**src/rtl/multi_cycle_adder_if.sv**
```systemverilog
// Operand/result bundle for multi_cycle_adder.
// ovf is present only with MULTI_CYCLE_ADDER_OVF_EN.
interface multi_cycle_adder_if #(
  parameter int WIDTH = 16
);
  logic             start;
  logic             sub;
  logic [WIDTH-1:0] A;
  logic [WIDTH-1:0] B;
  logic             cin;
  logic             busy;
  logic             done;
  logic [WIDTH-1:0] sum;
  logic             cout;
`ifdef MULTI_CYCLE_ADDER_OVF_EN
  logic             ovf;
`endif

  modport master (
    output start, sub, A, B, cin,
    input  busy, done, sum, cout
`ifdef MULTI_CYCLE_ADDER_OVF_EN
    , input ovf
`endif
  );

  modport slave (
    input  start, sub, A, B, cin,
    output busy, done, sum, cout
`ifdef MULTI_CYCLE_ADDER_OVF_EN
    , output ovf
`endif
  );
endinterface

```
**src/rtl/multi_cycle_adder.sv**
```systemverilog
// Multi-cycle add/sub: one SLICE-bit ripple slice per clock.
// Optional signed overflow output: MULTI_CYCLE_ADDER_OVF_EN.
module multi_cycle_adder #(
  parameter int WIDTH = 16,
  parameter int SLICE = 4
) (
  input  logic                clk,
  input  logic                reset_n,
  multi_cycle_adder_if.slave  bus
);

  localparam int NS = WIDTH / SLICE;
  localparam int KW = (NS > 1) ? $clog2(NS) : 1;
  localparam logic [KW-1:0] LAST = KW'(NS - 1);

  typedef enum logic [1:0] {
    IDLE,
    RUN,
    DONE
  } state_t;

  state_t           state_q, state_d;
  logic [KW-1:0]    k_q, k_d;
  logic             carry_q, carry_d;
  logic [WIDTH-1:0] opa_q, opa_d;
  logic [WIDTH-1:0] opb_q, opb_d;
  logic [WIDTH-1:0] res_q, res_d;
  logic [WIDTH-1:0] sum_q, sum_d;
  logic             cout_q, cout_d;
  logic             busy_q, busy_d;
  logic             done_q, done_d;
  logic             ovf_d;

  logic [SLICE-1:0] a_s;
  logic [SLICE-1:0] b_s;
  logic [SLICE:0]   sl;
  logic             msb_cin;
  logic             accept;
  int unsigned      base;

  always_comb begin
    state_d = state_q;
    k_d     = k_q;
    carry_d = carry_q;
    opa_d   = opa_q;
    opb_d   = opb_q;
    res_d   = res_q;
    sum_d   = sum_q;
    cout_d  = cout_q;
    busy_d  = 1'b0;
    done_d  = 1'b0;
    ovf_d   = 1'b0;

    base = int'(k_q) * SLICE;
    a_s  = opa_q[base +: SLICE];
    b_s  = opb_q[base +: SLICE];
    sl   = {1'b0, a_s} + {1'b0, b_s}
         + {{SLICE{1'b0}}, carry_q};
    // Carry into the slice MSB, recovered from its sum bit.
    msb_cin = sl[SLICE-1] ^ a_s[SLICE-1]
            ^ b_s[SLICE-1];

    accept = (state_q != RUN) && bus.start;

    unique case (state_q)
      IDLE: state_d = IDLE;
      RUN: begin
        busy_d = 1'b1;
        res_d[base +: SLICE] = sl[SLICE-1:0];
        carry_d = sl[SLICE];
        if (k_q == LAST) begin
          sum_d   = res_d;
          cout_d  = sl[SLICE];
          ovf_d   = msb_cin ^ sl[SLICE];
          done_d  = 1'b1;
          busy_d  = 1'b0;
          k_d     = '0;
          state_d = DONE;
        end else begin
          k_d = k_q + KW'(1);
        end
      end
      DONE: state_d = IDLE;
      default: state_d = IDLE;
    endcase

    if (accept) begin
      opa_d   = bus.A;
      opb_d   = bus.sub ? ~bus.B : bus.B;
      carry_d = bus.sub ? 1'b1 : bus.cin;
      k_d     = '0;
      busy_d  = 1'b1;
      state_d = RUN;
    end
  end

  always_ff @(posedge clk or negedge reset_n) begin
    if (!reset_n) begin
      state_q <= IDLE;
      k_q     <= '0;
      carry_q <= 1'b0;
      opa_q   <= '0;
      opb_q   <= '0;
      res_q   <= '0;
      sum_q   <= '0;
      cout_q  <= 1'b0;
      busy_q  <= 1'b0;
      done_q  <= 1'b0;
    end else begin
      state_q <= state_d;
      k_q     <= k_d;
      carry_q <= carry_d;
      opa_q   <= opa_d;
      opb_q   <= opb_d;
      res_q   <= res_d;
      sum_q   <= sum_d;
      cout_q  <= cout_d;
      busy_q  <= busy_d;
      done_q  <= done_d;
    end
  end

  assign bus.sum  = sum_q;
  assign bus.cout = cout_q;
  assign bus.busy = busy_q;
  assign bus.done = done_q;

`ifdef MULTI_CYCLE_ADDER_OVF_EN
  logic ovf_q;
  logic ovf_n;

  assign ovf_n = done_d ? ovf_d : ovf_q;

  always_ff @(posedge clk or negedge reset_n) begin
    if (!reset_n) ovf_q <= 1'b0;
    else          ovf_q <= ovf_n;
  end

  assign bus.ovf = ovf_q;
`else
  logic unused_ovf;
  assign unused_ovf = ovf_d;
`endif

endmodule

```
**src/flat_wrapper.sv**
```systemverilog
// flat-port wrapper written by rule: the top's interface ports become plain ports
module multi_cycle_adder_flat 
#(
  parameter int WIDTH = 16,
  parameter int SLICE = 4
)
  (clk, reset_n, bus_start, bus_sub, bus_A, bus_B, bus_cin, bus_busy, bus_done, bus_sum, bus_cout);
  multi_cycle_adder_if #(.WIDTH(WIDTH)) bus_i ();
  input  logic clk;
  input  logic reset_n;
  input wire logic [$bits(bus_i.start)-1:0] bus_start;
  input wire logic [$bits(bus_i.sub)-1:0] bus_sub;
  input wire logic [$bits(bus_i.A)-1:0] bus_A;
  input wire logic [$bits(bus_i.B)-1:0] bus_B;
  input wire logic [$bits(bus_i.cin)-1:0] bus_cin;
  output wire logic [$bits(bus_i.busy)-1:0] bus_busy;
  output wire logic [$bits(bus_i.done)-1:0] bus_done;
  output wire logic [$bits(bus_i.sum)-1:0] bus_sum;
  output wire logic [$bits(bus_i.cout)-1:0] bus_cout;
  assign bus_i.start = bus_start;
  assign bus_i.sub = bus_sub;
  assign bus_i.A = bus_A;
  assign bus_i.B = bus_B;
  assign bus_i.cin = bus_cin;
  assign bus_busy = bus_i.busy;
  assign bus_done = bus_i.done;
  assign bus_sum = bus_i.sum;
  assign bus_cout = bus_i.cout;
  multi_cycle_adder #(.WIDTH(WIDTH), .SLICE(SLICE)) u_core (.clk(clk), .reset_n(reset_n), .bus(bus_i));
endmodule
```
**config.mk**
```make
export PLATFORM = sky130hd
export DESIGN_NAME = multi_cycle_adder_flat
export DESIGN_NICKNAME = d
export VERILOG_FILES = /design/src/rtl/multi_cycle_adder_if.sv /design/src/rtl/multi_cycle_adder.sv /design/src/flat_wrapper.sv
export SDC_FILE = /design/constraint.sdc
export NUM_CORES = 1
export LEC_CHECK = 0
export CAP_MARGIN = 20
export CORE_AREA = 2 2 117 90
export CTS_BUF_LIST = sky130_fd_sc_hd__clkbuf_4
export DETAILED_ROUTE_END_ITERATION = 10
export DIE_AREA = 0 0 119 92
export PLACE_DENSITY = 0.61
export SYNTH_ARGS = -nofsm -noshare
export SYNTH_HDL_FRONTEND = slang
export SYNTH_SLANG_ARGS = --single-unit
```
**constraint.sdc**
```tcl
create_clock -name clk -period 4.09 [get_ports clk]
set_clock_uncertainty 0.15 [all_clocks]
set_input_delay 0.818 -clock clk [delete_from_list [all_inputs] [get_ports clk]]
set_output_delay 0.818 -clock clk [all_outputs]
set_load 0.01 [all_outputs]
```
==> Word-level counts from Yosys, hierarchy flattened <==
Cells that the tools add are included.
{ "classes": {"mul": 0, "eq_ne": 4, "add_sub_neg": 4, "n_mux": 16, "n_bitwise": 1, "order_cmp": 0, "reduce_logical": 3, "n_shift": 4, "div": 0} }
{ "op_table": {"columns": ["op", "n"], "rows": [
  ["4-bit negation with 34-bit output", 1],
  ["4-bit by 34-bit variable shift with 16-bit output, first input constant", 1],
  ["4-bit by 34-bit indexed part select with 16-bit output", 1],
  ["16-bit by 5-bit indexed part select with 4-bit output", 2],
  ["16-bit bitwise mux", 1],
  ["16-bit 2-to-1 mux", 1],
  ["16-bit NOT", 1],
  ["2-bit 2-to-1 mux", 6],
  ["1-bit 2-to-1 mux", 8],
  ["4-bit by 4-bit adder with 5-bit output", 1],
  ["5-bit by 1-bit adder with 5-bit output", 1],
  ["3-bit by 1-bit inequality test with 1-bit output, second input constant", 1],
  ["2-bit by 1-bit adder with 2-bit output, second input constant", 1],
  ["2-bit by 1-bit equality test with 1-bit output, second input constant", 1],
  ["2-bit equality test, second input constant", 1],
  ["2-bit by 1-bit inequality test with 1-bit output, second input constant", 1],
  ["2-bit AND reduction", 1],
  ["2-bit nonzero test", 1],
  ["1-bit logical AND", 1]
]} }
{ "totals": {"register_bits": 72, "elab_cells": 42, "ramBits": 0, "output_inout_bits": 19, "memories": 0, "latch_bits": 0, "romBits": 0, "input_bits": 37} }

==> Depth between registers and ports, before layout <==
{ "depth": {"depth_word": 5, "mapped_depth": 7, "depth_no_buf": 6} }

==> Worst setup path before layout <==
OpenSTA, ideal clock, no wires.
{ "synth_timing": {"kind": "register to register", "from": "register u_core.k_q[0]", "to": "register u_core.res_q[10]", "stages_incl_launch_ff": 8, "n_path_buf": 1, "arrival_time_ns": 2.581, "setup_ns": 0.121, "setup_slack_ns": 1.238, "path_cell_list": "dfrtp_1 buf_6 mux4_2 fa_1 fa_1 xor2_1 and2_1 a22o_1"} }
{ "synth_via": {"elab_chain_len": 5} }
{ "synth_rtl": {"columns": ["element", "line", "text"], "rows": [
  ["start, declared", "multi_cycle_adder.sv:23", "logic [KW-1:0] k_q, k_d;"],
  ["start signal, assigned", "multi_cycle_adder.sv:111", "k_q <= k_d;"],
  ["16-bit by 5-bit indexed part select with 4-bit output, on equally long branches", "multi_cycle_adder.sv:55, multi_cycle_adder.sv:56", null],
  ["4-bit by 4-bit adder with 5-bit output", "multi_cycle_adder.sv:57", "sl = {1'b0, a_s} + {1'b0, b_s}"],
  ["5-bit by 1-bit adder with 5-bit output", "multi_cycle_adder.sv:58", "+ {{SLICE{1'b0}}, carry_q};"],
  ["4-bit by 34-bit indexed part select with 16-bit output", "multi_cycle_adder.sv:69", "res_d[base +: SLICE] = sl[SLICE-1:0];"],
  ["16-bit bitwise mux (*)", "multi_cycle_adder.sv:69", null],
  ["end signal, assigned", "multi_cycle_adder.sv:115", "res_q <= res_d;"],
  ["end, declared", "multi_cycle_adder.sv:27", "logic [WIDTH-1:0] res_q, res_d;"]
]} }
Every way passes the cells marked *; elsewhere a longest branch is shown, timed or not.
A chain may end at the register's enable or synchronous reset.

==> Final worst setup path <==
{ "layout_timing": {"from": "register u_core.k_q[0]", "to": "register u_core.res_q[3]"} }
The elaborated chain is that of the path after synthesis.

==> summary.md <==
| Metric | Value |
|---|---|
| Asr flop ratio synth | `1.000` |
| Slew @ Worst Pin | `approximately 0.84 ns` |
| Max FO, Critical Path | `9` |
| Min Hold Slack | `a little over 0.3 ns` |
| GRT Residual Overflow | `0` |
| Total chip power | `3.573 mW` |
| Fillers | `between 900 and 1000` |
| Hold Violations, Final | `0` |
| Post-synth EDFFs | `0` |
| Num CTS Buffers | `9` |
| DRC Markers | `0` |
| Die W | `approximately 120 um` |
| Area contributors post-synth | `dfrtp_1 (54%), mux2_2 (5.4%), mux4_2 (5.4%)` |
| Final Critical Period | `3.274 ns` |
| Num ports | `56` |
| Critical path class | `flip-flop to flip-flop` |
| Syn nets | `326` |
| Gpl congestion | `0.8047` |
| Number of antenna violations at the first check in global routing | `0` |
| Port Buffer Count | `55` |
| Area grow syn2layout | `24.48%` |
| # Post-CTS Setup Buffers | `0` |
| Layout cells sized above 1 | `0.1568` |
| Diode count | `0` |
| Max-slew violation count | `0` |
| Synth area leader | `dfrtp_1` |
| Post-DP HPWL | `~5 mm` |
| Pre-CTS setup slack | `0.8088 ns` |
| PwrDens | `854.6 mW/mm2` |
| Worst setup SP type | `flip-flop` |
| CTS Hold Bufs | `0` |
| Ys flop type | `dfrtp_1` |
| Worst skew pair latency | `0.41 ns` |
| WL per Instance | `14.76 um` |
| First-pass GRT wire length | `11.91 mm` |
| Clk pin slew, worst setup/hold paths | `0.13 ns` |
| Max VDD drop | `about 0.42 mV` |
| MaxCap Viol Count | `0` |
| Post-CTS sizing | `0` |
| Pleak | `about 1.8 nW` |
| Largest net degree at the start of global routing | `34` |
| Post-DR vias/cell | `between 4 and 5` |
| # clock sinks | `72` |
| First drt pass iteration count | `4` |
| Setup TNS | `0 ns` |
| CP endpoint kind | `flip-flop` |
| CTS Buffer Depth | `2` |
| Status | `finished, final reports clean` |
| DR iter-0 viols | `92` |
| H-tree levels | `3` |
| Fmax | `305.5 MHz` |
| Post-Syn Instances | `278` |
| Min-delay worst type | `input pin to asynchronous set/reset pin` |
| Detail Route Antenna Nets | `0` |
| RSZ-0062 raised after global routing | `false` |
| Synth warn | `0` |
| Worst endpoint required time | `4.29 ns` |
| GRT Total Usage | `0.1393` |
| Fin nets | `~380` |
| WL final | `between 6 and 7 mm` |
| Period utilisation layout | `0.8004` |
| Area of the core | `0.009970 mm2` |
| WP data arrival | `3.47 ns` |
| Starting density of the core | `0.3368` |
| Final worst slack | `0.8164 ns` |
| Root buffer cell | `clkbuf_4` |
| Synth top area share | `0.5365` |
| Die height | `92 um` |
| Vias | `2314` |
| Post-Synthesis Cell Area | `0.003358 mm2` |
| Seq/Total Area, Yosys | `0.5365` |
| # rows | `32` |
| Final setup viols | `0` |
| Vias in the first global route | `2345` |
| FF+latch count, synth | `a little over 70` |
| Netlist cell types | `34` |
| Post-Syn Area per Cell | `12.08 um2` |
| TritonCTS clock tree | `done` |
| Die ar. | `about 0.011 mm2` |
| Worst slew margin | `0.4351` |
-- report_power, final --
| group | leakage (nW) | switching [mW] | internal [mW] |
|---|---|---|---|
| clock network | 0.0653 | 0.265 | 0.195 |
| logic | 0.792 | 1.02 | 0.853 |
| registers | 0.895 | 0.207 | 1.04 |
-- registers in the layout (all words and copies together), names as in the netlist --
name / count
u_core.bus.sum: 16
u_core.opa_q: 16
u_core.opb_q: 16
u_core.res_q: 16
u_core.k_q: 2
u_core.state_q: 2
u_core.bus.busy: 1
u_core.bus.cout: 1
u_core.bus.done: 1
u_core.carry_q: 1
-- per-layer routing --
metal | global-route usage | up-vias | part of all wire
met5 | 0 | - | 0
met4 | 0.04762 | 0 | 0.016
met3 | 0.03545 | 12 | 0.044
met2 | 0.2064 | 56 | 0.44
met1 | 0.1987 | 1137 | 0.50
li1 | - | 1109 | -
-- final timing paths --
path,start,end,slack (ns),cells after the start
worst max register to register,u_core.k_q[0],u_core.res_q[3],0.82,6
worst min register to register,u_core.opb_q[3],u_core.opb_q[3],0.35,2
worst min-delay path,reset_n,u_core.res_q[11],0.31,1
max in group asynchronous,reset_n,u_core.state_q[0],2.70,2
min in group clk,u_core.opb_q[3],u_core.opb_q[3],0.35,2
worst max-delay path,u_core.k_q[0],u_core.res_q[3],0.82,6
-- cell families (layout without fill, tap and decap cells) --
kind of cell | after synthesis | in the layout | synth area share
xor+xnor | 17 | 17 | 0.04434
flops | 72 | 72 | 0.5365
buf+inv | 24 | 84 | 0.03130
compound gates | 63 | 63 | 0.1378
fa+ha+maj | 11 | 11 | 0.04546
simple gates | 67 | 67 | 0.09725
mux | 24 | 24 | 0.1073
-- stage by stage --
| stage | instances | area, um2 | utilization |
|---|---|---|---|
| global placement | 458 | 4036 | 0.4049 |
| floorplan | 278 | 3358 | - |
| CTS | 474 | 4180 | 0.4193 |
| detailed placement | 458 | 4036 | 0.4049 |
| global route | 474 | 4180 | 0.4193 |
| finish | 474 | 4180 | 0.4193 |
-- layout by cell type (no fill, tap or decap), types with 2 or more instances in the layout --
cell	n
a21o_1	2
ha_1	9
clkdlybuf4s50_1	54
o21ai_0	21
o31ai_1	2
clkinvlp_4	4
mux4_2	8
a32oi_1	4
inv_1	7
fa_1	2
mux2_2	16
dfrtp_1	72
a22o_1	4
a21oi_1	5
a221oi_1	12
buf_4	5
clkbuf_4	10
xnor2_1	16
nand2_1	27
nor2_1	29
a32o_1	12
nor3_2	2
-- cell type report --
class | count | area, um2 | area share
timing repair buffer | 60 | 583.1 | 0.1395
tap | 136 | 170.2 | 0.04071
clock buffer | 10 | 75.07 | 0.01796
clock inverter | 6 | 68.82 | 0.01646
multi-input combinational | 182 | 1451 | 0.3472
sequential | 72 | 1802 | 0.4310
inverter | 8 | 30.03 | 0.007183
-- Yosys cell counts, types with 3 or more instances --
cell type / instances
a32o_1: 12
a32oi_1: 4
buf_2: 6
dfrtp_1: 72
buf_1: 3
o21ai_0: 21
mux2_2: 16
mux4_2: 8
nor2_1: 29
a22o_1: 4
a21oi_1: 5
nand2_1: 27
clkbuf_1: 6
xnor2_1: 16
inv_1: 7
ha_1: 9
a221oi_1: 12
-- critical path, cell delays in order (launching register included) --
cell     delay, ns
dfrtp_1       0.70
mux4_2        0.59
fa_1          0.44
and3_1        0.20
o21ai_0       0.63
and2_4        0.32
a32o_1        0.17
Note: power is estimated with default switching activity, not from simulation.
